--- config.mk ---
export PLATFORM = sky130hd
export DESIGN_NAME = instr_adr_gen_flat
export DESIGN_NICKNAME = d
export VERILOG_FILES = /design/src/rtl/instr_adr_gen_if.sv /design/src/rtl/instr_adr_gen.sv /design/src/flat_wrapper.sv
export SDC_FILE = /design/constraint.sdc
export NUM_CORES = 1
export LEC_CHECK = 0
export CORE_MARGIN = 1.5
export CORE_UTILIZATION = 26
export CTS_CLUSTER_SIZE = 25
export DETAILED_ROUTE_END_ITERATION = 8
export PLACE_DENSITY_LB_ADDON = 0.12
export SLEW_MARGIN = 15
export SYNTH_ARGS = -nofsm -noshare
export SYNTH_HDL_FRONTEND = slang
export SYNTH_SLANG_ARGS = --single-unit
--- constraint.sdc ---
create_clock -name clk -period 2.35 [get_ports clk]
set_clock_uncertainty 0.1 [all_clocks]
set_input_delay 0.47 -clock clk [delete_from_list [all_inputs] [get_ports clk]]
set_output_delay 0.47 -clock clk [all_outputs]
set_load 0.01 [all_outputs]
--- src/rtl/instr_adr_gen_if.sv ---
// Instruction address stage bus: redirect/halt requests in, fetch-group address pair out.
// Latency: n/a (signal bundle only).
// Backpressure: inReady from fetch/decode qualifies outValid; redirects ignore inReady.
// Ports: master = address generator (drives out*), slave = fetch/decode + redirect sources.
interface instr_adr_gen_if #(
  parameter int WORD_LENGTH = 32,
  parameter int LANES       = 2
);
  localparam int SW = $clog2(LANES) + 1;

  logic                   inReady;
  logic                   inBrValid;
  logic [WORD_LENGTH-1:0] inBrSeg;
  logic [WORD_LENGTH-1:0] inBrOfs;
  logic                   inTrapValid;
  logic [WORD_LENGTH-1:0] inTrapSeg;
  logic [WORD_LENGTH-1:0] inTrapOfs;
  logic                   inHalt;
  logic                   inResume;
  logic                   outValid;
  logic [WORD_LENGTH-1:0] outPstate0;
  logic [WORD_LENGTH-1:0] outPstate1;
  logic [SW-1:0]          outSlots;
  logic                   outHalted;

  modport master (
    input  inReady, inBrValid, inBrSeg, inBrOfs,
    input  inTrapValid, inTrapSeg, inTrapOfs, inHalt, inResume,
    output outValid, outPstate0, outPstate1, outSlots, outHalted
  );

  modport slave (
    output inReady, inBrValid, inBrSeg, inBrOfs,
    output inTrapValid, inTrapSeg, inTrapOfs, inHalt, inResume,
    input  outValid, outPstate0, outPstate1, outSlots, outHalted
  );
endinterface

--- src/rtl/instr_adr_gen.sv ---
// Instruction address generator: emits segment/offset of each fetch group, handles redirects and halt.
// Latency: 1 cycle from redirect/halt/resume request to the new registered address/state.
// Backpressure: outValid && !inReady holds all outputs; redirects apply regardless of inReady.
// Ports: clk, rst (sync, active high); bus (master modport) carries requests in and the
//        address pair (outPstate0 = segment, outPstate1 = offset), outSlots, outHalted out.
module instr_adr_gen #(
  parameter int                     WORD_LENGTH = 32,
  parameter int                     INSTR_BYTES = 4,
  parameter int                     LANES       = 2,
  parameter logic [WORD_LENGTH-1:0] RESET_SEG   = '0,
  parameter logic [WORD_LENGTH-1:0] RESET_OFS   = '0
) (
  input  logic            clk,
  input  logic            rst,
  instr_adr_gen_if.master bus
);

  localparam int SW    = $clog2(LANES) + 1;
  localparam int IB_SH = $clog2(INSTR_BYTES);
  localparam int GB    = LANES * INSTR_BYTES;

  localparam logic [WORD_LENGTH-1:0] ALIGN_MASK = WORD_LENGTH'(INSTR_BYTES - 1);
  localparam logic [WORD_LENGTH-1:0] GB_MASK    = WORD_LENGTH'(GB - 1);
  localparam logic [WORD_LENGTH-1:0] GB_W       = WORD_LENGTH'(GB);
  localparam logic [WORD_LENGTH-1:0] LANE_MASK  = WORD_LENGTH'(LANES - 1);

  typedef enum logic [1:0] {
    S_RESET = 2'd0,
    S_RUN   = 2'd1,
    S_HALT  = 2'd2
  } state_t;

  state_t                 state;
  logic                   valid_q;
  logic                   halted_q;
  logic [WORD_LENGTH-1:0] seg_q;
  logic [WORD_LENGTH-1:0] ofs_q;
  logic [SW-1:0]          slots_q;

  logic [WORD_LENGTH-1:0] seq_ofs;
  logic [WORD_LENGTH-1:0] br_ofs;
  logic [WORD_LENGTH-1:0] trap_ofs;
  logic                   xfer;

  // Slots left in the group starting at offset o: a group entered mid-way
  // (after a redirect) only has the lanes from the entry point to the end.
  function automatic logic [SW-1:0] slots_of(input logic [WORD_LENGTH-1:0] o);
    logic [WORD_LENGTH-1:0] idx;
    idx = (o >> IB_SH) & LANE_MASK;
    return SW'(LANES) - SW'(idx);
  endfunction

  // Sequential advance always lands on the next group boundary, even when the
  // current group was entered unaligned; the add wraps naturally at 2^WORD_LENGTH.
  assign seq_ofs  = (ofs_q & ~GB_MASK) + GB_W;
  assign br_ofs   = bus.inBrOfs & ~ALIGN_MASK;
  assign trap_ofs = bus.inTrapOfs & ~ALIGN_MASK;
  assign xfer     = valid_q && bus.inReady;

  always_ff @(posedge clk) begin
    if (rst) begin
      // Reset drops everything, including any redirect presented this cycle.
      state    <= S_RESET;
      valid_q  <= 1'b0;
      halted_q <= 1'b0;
      seg_q    <= RESET_SEG;
      ofs_q    <= RESET_OFS;
      slots_q  <= slots_of(RESET_OFS);
    end else begin
      case (state)
        S_RESET: begin
          // Reset vector is already loaded; just start offering it.
          state   <= S_RUN;
          valid_q <= 1'b1;
        end

        S_RUN: begin
          if (bus.inTrapValid) begin
            // Trap beats both branch and halt; the unit stays running.
            seg_q   <= bus.inTrapSeg;
            ofs_q   <= trap_ofs;
            slots_q <= slots_of(trap_ofs);
            valid_q <= 1'b1;
          end else if (bus.inBrValid) begin
            seg_q   <= bus.inBrSeg;
            ofs_q   <= br_ofs;
            slots_q <= slots_of(br_ofs);
            if (bus.inHalt) begin
              // Branch target is what we resume from after the halt.
              state    <= S_HALT;
              valid_q  <= 1'b0;
              halted_q <= 1'b1;
            end else begin
              valid_q  <= 1'b1;
            end
          end else if (bus.inHalt) begin
            // Halt freezes the current address even if it was accepted this cycle.
            state    <= S_HALT;
            valid_q  <= 1'b0;
            halted_q <= 1'b1;
          end else if (xfer) begin
            ofs_q   <= seq_ofs;
            slots_q <= slots_of(seq_ofs);
          end
          // inResume has no meaning while running.
        end

        S_HALT: begin
          if (bus.inTrapValid) begin
            seg_q    <= bus.inTrapSeg;
            ofs_q    <= trap_ofs;
            slots_q  <= slots_of(trap_ofs);
            state    <= S_RUN;
            valid_q  <= 1'b1;
            halted_q <= 1'b0;
          end else if (bus.inResume) begin
            state    <= S_RUN;
            valid_q  <= 1'b1;
            halted_q <= 1'b0;
          end
          // Branches and further halt requests are ignored while halted.
        end

        default: begin
          // Unused encoding: fall back to a clean reset-like state.
          state    <= S_RESET;
          valid_q  <= 1'b0;
          halted_q <= 1'b0;
          seg_q    <= RESET_SEG;
          ofs_q    <= RESET_OFS;
          slots_q  <= slots_of(RESET_OFS);
        end
      endcase
    end
  end

  assign bus.outValid   = valid_q;
  assign bus.outPstate0 = seg_q;
  assign bus.outPstate1 = ofs_q;
  assign bus.outSlots   = slots_q;
  assign bus.outHalted  = halted_q;

endmodule

--- src/flat_wrapper.sv ---
// flat-port wrapper written by rule: the top's interface ports become plain ports
module instr_adr_gen_flat 
#(
  parameter int                     WORD_LENGTH = 32,
  parameter int                     INSTR_BYTES = 4,
  parameter int                     LANES       = 2,
  parameter logic [WORD_LENGTH-1:0] RESET_SEG   = '0,
  parameter logic [WORD_LENGTH-1:0] RESET_OFS   = '0
)
  (clk, rst, bus_inReady, bus_inBrValid, bus_inBrSeg, bus_inBrOfs, bus_inTrapValid, bus_inTrapSeg, bus_inTrapOfs, bus_inHalt, bus_inResume, bus_outValid, bus_outPstate0, bus_outPstate1, bus_outSlots, bus_outHalted);
  instr_adr_gen_if #(.WORD_LENGTH(WORD_LENGTH), .LANES(LANES)) bus_i ();
  input  logic clk;
  input  logic rst;
  input wire logic [$bits(bus_i.inReady)-1:0] bus_inReady;
  input wire logic [$bits(bus_i.inBrValid)-1:0] bus_inBrValid;
  input wire logic [$bits(bus_i.inBrSeg)-1:0] bus_inBrSeg;
  input wire logic [$bits(bus_i.inBrOfs)-1:0] bus_inBrOfs;
  input wire logic [$bits(bus_i.inTrapValid)-1:0] bus_inTrapValid;
  input wire logic [$bits(bus_i.inTrapSeg)-1:0] bus_inTrapSeg;
  input wire logic [$bits(bus_i.inTrapOfs)-1:0] bus_inTrapOfs;
  input wire logic [$bits(bus_i.inHalt)-1:0] bus_inHalt;
  input wire logic [$bits(bus_i.inResume)-1:0] bus_inResume;
  output wire logic [$bits(bus_i.outValid)-1:0] bus_outValid;
  output wire logic [$bits(bus_i.outPstate0)-1:0] bus_outPstate0;
  output wire logic [$bits(bus_i.outPstate1)-1:0] bus_outPstate1;
  output wire logic [$bits(bus_i.outSlots)-1:0] bus_outSlots;
  output wire logic [$bits(bus_i.outHalted)-1:0] bus_outHalted;
  assign bus_i.inReady = bus_inReady;
  assign bus_i.inBrValid = bus_inBrValid;
  assign bus_i.inBrSeg = bus_inBrSeg;
  assign bus_i.inBrOfs = bus_inBrOfs;
  assign bus_i.inTrapValid = bus_inTrapValid;
  assign bus_i.inTrapSeg = bus_inTrapSeg;
  assign bus_i.inTrapOfs = bus_inTrapOfs;
  assign bus_i.inHalt = bus_inHalt;
  assign bus_i.inResume = bus_inResume;
  assign bus_outValid = bus_i.outValid;
  assign bus_outPstate0 = bus_i.outPstate0;
  assign bus_outPstate1 = bus_i.outPstate1;
  assign bus_outSlots = bus_i.outSlots;
  assign bus_outHalted = bus_i.outHalted;
  instr_adr_gen #(.WORD_LENGTH(WORD_LENGTH), .INSTR_BYTES(INSTR_BYTES), .LANES(LANES), .RESET_SEG(RESET_SEG), .RESET_OFS(RESET_OFS)) u_core (.clk(clk), .rst(rst), .bus(bus_i));
endmodule
; Word-level counts from Yosys, hierarchy flattened
; Cells that the tools add are included.
[op_classes]
add_sub_neg = 4
eq_ne = 10
mux = 33
n_bitwise = 1
n_reduce_logical = 7
[op_table]
columns = cell, count
row1 = $mux W32, 8
row2 = $pmux W32 S3, 2
row3 = $add A32 B4 Y32 const B, 1
row4 = $mux W2, 9
row5 = $pmux W2 S3, 2
row6 = $mux W1, 10
row7 = $ne A4 B4 Y1 const B, 2
row8 = $reduce_and A4 Y1, 2
row9 = $ne A2 B2 Y1 const B, 3
row10 = $ne A3 B3 Y1 const B, 2
row11 = $pmux W1 S3, 2
row12 = $reduce_and A3 Y1, 2
row13 = $sub A2 B1 Y2 const A, 3
row14 = $ne A4 B3 Y1 const B, 1
row15 = $eq A2 B1 Y1 const B, 1
row16 = $eq A2 B2 Y1 const B, 1
row17 = $logic_not A2 Y1, 1
row18 = $reduce_and A2 Y1, 1
row19 = $logic_and A1 B1 Y1, 1
row20 = $not A1 Y1, 1
[totals]
register_bits = 70
inputBits = 135
elab_cells = 61

; Logic depth before layout (Yosys ltp)
[logic_depth]
depth_word = 7
depth_mapped = 10
mapped_depth_nobuf = 7

; Worst setup path before layout
; OpenSTA, ideal clock, no wires.
[synth_timing]
path_kind = reg2reg
from = register u_core.state[1]
to = register u_core.ofs_q[21], in the netlist u_core.bus.outPstate1[21]
setup_ns = 0.079
t_arrival_ns = 1.954
t_required_ns = 2.171
slack_ns = 0.216
path_stages_with_launch = 9
cell_sequence = dfxtp_1 inv_1 ha_1 clkbuf_1 and2_1 a21oi_1 a211oi_1 o2bb2a_1 o211ai_1
[synth_via]
elab_chain_len = 3
elab_cells_between_ends = 9
classes_between = eq/ne: 5 / mux: 1 / bitwise: 1 / reduce/logical: 2
[synth_rtl]
columns = item, line_no
row1 = from (decl), instr_adr_gen.sv:33  ; state_t state;
row2 = from (signal assigned), instr_adr_gen.sv:63  ; state <= S_RESET;
row3 = from (signal assigned), instr_adr_gen.sv:73  ; state <= S_RUN;
row4 = from (signal assigned), instr_adr_gen.sv:90  ; state <= S_HALT;
row5 = "$eq A2 B1 Y1, or another cell as far along", instr_adr_gen.sv:70  ; case (state)
row6 = "$ne A4 B3 Y1 (no line), or another cell as far along", --
row7 = $reduce_and A4 Y1 (no line), --
row8 = to (signal assigned), instr_adr_gen.sv:81  ; ofs_q <= trap_ofs;
row9 = to (signal assigned), instr_adr_gen.sv:86  ; ofs_q <= br_ofs;
row10 = to (signal assigned), instr_adr_gen.sv:102  ; ofs_q <= seq_ofs;
row11 = to (decl), instr_adr_gen.sv:37  ; logic [WORD_LENGTH-1:0] ofs_q;
; Parallel ways exist; a longest one is shown, timed or not.
; A chain may end at the register's enable or synchronous reset.

; Final worst setup path
[layout_timing]
from = register u_core.state[0]
to = register u_core.ofs_q[18], in the netlist u_core.bus.outPstate1[18]
; Same word-level chain as after synthesis.

==> impl_metrics.py <==
metrics = {
    "status": {
        "status": "complete, no violations",
    },
    "sta": {
        "setup_viol": 0,
        "final_max_slew_viol_count": 0,
        "period_needed_ps": 2220,
        "clock.fmax_mhz": 450,
        "period_share_pct": 94.6,
        "setup-tns-final_ps": 0,
        "final_hold_viol_count": 0,
        "tightest_slew_ps": 528,
        "maxSlewHeadroom_pct": 64.8,
    },
    "logic_synthesis": {
        "ys_async_sr_fraction_pct": 0,
        "netlist_area_um2": 4270,
        "synth-seq-cells": 67,
        "synth_flop_cell": "dfxtp_1",
        "avgSynthCellArea_um2": 7.90,
        "yosys.area_share.xor_xnor_pct": 1.64,
        "synth_edf_count": 0,
        "synthMuxAreaShare_pct": 1.91,
        "synthCells": 540,
        "synth.distinct_cells": 71,
        "synth_compound_area_share_pct": 35.6,
        "ys_seq_area_share_pct": 31.4,
        "yosys.area_share.simple_pct": 21.8,
        "yosys.area_share.adder_pct": 1.47,
        "synth_top_family_by_area": "compound AO/OA/AOI/OAI gates",
        "yosys_warnings": 0,
    },
    "critical_path": {
        "cp-end-kind": "flip-flop",
        "crit_path_max_fanout": 6,
        "path_class": "reg -> reg",
        "crit_arrival_ps": 2360,
        "r2r_slack_ps": 130,
        "worstSetupStartpointType": "flip-flop",
        "required_ps": 2490,
    },
    "placed_design": {
        "dpl-instance-area_um2": 6940,
        "place_hpwl_um": 13800,
        "gp_congestion": 0.852,
        "port_buffers": 196,
    },
    "power": {
        "seqPwrFrac_pct": 24.1,
        "cellPowerDensity_nw_per_um2": 813,
        "peakVddDrop_mv": 0.450,
        "p_comb_share_pct": 54.5,
        "p_int_uw": 3560,
        "p_clk_share_pct": 21.4,
        "p_leak_uw": 0.00260,
        "p_switching_uw": 2310,
        "p_sw_share_pct": 39.4,
    },
    "hold_path": {
        "hold_path.class": "in -> reg",
    },
    "die": {
        "start_util_pct": 26.8,
        "dieArea_um2": 17200,
        "die_w_um": 131,
        "rows": 46,
        "die_y_um": 131,
        "io-pin-count": 203,
        "coreArea_um2": 15900,
    },
    "grt": {
        "grt_max_degree": 49,
        "antenna_found_initial": 0,
        "grt_pass1_vias": 5189,
        "grt_util_all_layers_pct": 20.5,
        "grt.overflow.total": 0,
        "grt_pass1_wl_um": 28200,
    },
    "final_layout": {
        "fin_nets": 919,
        "diodes": 0,
        "fillers": 1555,
        "final_layout_size_suffix_gt1_share_pct": 13.9,
        "multi_input_area_um2": 2700,
        "post-route-cell-area_um2": 7230,
        "area_delta_synth_final_pct": 69.4,
        "final_common_cell": "clkdlybuf4s50_1",
        "final_cell_mix": "195 x clkdlybuf4s50_1, 69 x buf_4, 67 x dfxtp_1, 63 x nor2_1, 52 x a22oi_1",
        "regArea_um2": 1340,
    },
    "clock_network": {
        "insertion_delay_ps": 330,
        "clock_sinks": 67,
        "path_clk_slew_ps": 60,
        "cts_buffers": 9,
        "hold_buffers": 0,
        "clock_path_buffers": 2,
        "cts-root-buf": "clkbuf_16",
        "htreeDepth": 3,
        "cts_tree": "built",
    },
    "routing": {
        "post_drt_wl_per_cell_um": 17.9,
        "drtAntennaViolNets": 0,
        "wirelength_um": 17900,
        "drtIter0Drc": 298,
        "dr.pass1.iters": 5,
        "drcViolationCount": 0,
        "vias": 5178,
        "vias_per_cell": 5.19,
    },
    "flow_run": {
        "drv_cap": 0,
    },
}
==> worst max-delay path: stages (launching register included) <==
cell and delay [ps]:
dfxtp_1 320, inv_1 110, ha_2 270, nor2_1 90, buf_4 160, a21oi_4 280
buf_4 170, nand2_1 140, buf_4 180, o31a_1 90, o32ai_1 210
==> power groups by stage <==
stage	sequential, µW	clock (µW)	combinational (µW)
floorplan	1480	0	1490
global placement	1430	0	3150
detailed placement	1430	0	3180
CTS	1410	1300	3200
global route	1440	1340	3450
finish	1410	1260	3200
==> state kept, by name, summed over array words and instances (netlist names) <==
name,count
u_core.bus.outPstate1,29
u_core.bus.outPstate0,32
u_core.bus.outValid,1
u_core.bus.outHalted,1
u_core.state,2
u_core.bus.outSlots,2
==> cell usage after synthesis, types with 4 or more instances <==
cell | number | area share [%]
a31oi_1 | 6 | 0.88
nor3_1 | 12 | 1.4
clkbuf_1 | 31 | 2.7
a22oi_1 | 52 | 9.1
nand3_1 | 16 | 1.9
xnor2_1 | 5 | 1.0
buf_1 | 5 | 0.44
a22o_1 | 39 | 8.0
nand4_1 | 8 | 1.2
mux2i_1 | 7 | 1.6
o211ai_1 | 6 | 1.1
nand2_1 | 38 | 3.3
inv_1 | 17 | 1.5
nor4_1 | 6 | 0.88
ha_1 | 5 | 1.5
buf_4 | 4 | 0.70
and3_1 | 6 | 0.88
and2_1 | 5 | 0.73
o21ai_0 | 28 | 3.3
nor2_1 | 65 | 5.7
a211oi_1 | 7 | 1.2
a21oi_1 | 15 | 1.8
nor2b_1 | 6 | 0.88
dfxtp_1 | 67 | 31
nand2b_1 | 8 | 1.2
o221ai_1 | 4 | 0.82
o32ai_1 | 4 | 0.82
o22ai_1 | 7 | 1.0
and4_1 | 4 | 0.82
==> worst paths after layout <==
check / startpoint / end / cells past startpoint
hold reg to reg: u_core.bus.outPstate1[19] / u_core.bus.outPstate1[19] / 2
hold / removal: rst / u_core.bus.outPstate1[28] / 2
setup / recovery: u_core.state[0] / u_core.bus.outPstate1[18] / 10
setup reg to reg: u_core.state[0] / u_core.bus.outPstate1[18] / 10
==> cell type report <==
class | instances | area share, %
Multi-Input combinational cell | 413 | 37.3
Timing Repair Buffer | 271 | 35.8
Sequential cell | 67 | 18.6
Tap cell | 216 | 3.74
Clock buffer | 12 | 3.55
Inverter | 17 | 0.883
Clock inverter | 2 | 0.173
==> kinds of logic after synthesis <==
| group | Yosys count |
|---|---|
| AOI/OAI and AO/OA | 204 |
| xor gates and xnor gates | 8 |
| adders and majority gates | 5 |
| buffers and inverters | 61 |
| DFF | 67 |
| muxes | 8 |
| other | 1 |
| and+or+nand+nor | 186 |
==> stage by stage <==
step	hold WS [ps]	utilization, %	power (µW)	worst slack, ps	cells
4_1_cts	374	45.2	5900	64.2	998
3_3_place_gp	382	43.6	4580	-139	984
3_5_place_dp	385	43.6	4610	-173	984
2_1_floorplan	397	-	2970	216	541
6_report	394	45.3	5880	127	998
5_1_grt	393	45.3	6220	-1.50	998
==> metal layers <==
layer / up-vias / routed length [µm] / track usage [%]
met3: 17 / 1190 / 4.63
li1: 2529 / - / -
met4: 0 / 254 / 6.93
met1: 2448 / 7420 / 24.2
met2: 184 / 8990 / 36.7
met5: - / 0 / 0
==> what timing repair did <==
action                                  in CTS  in global routing
setup buffers                                0                  0
resized for setup                            0                  4
endpoints found under the setup margin       0                 33
Note: power is estimated with default switching activity, not from simulation.
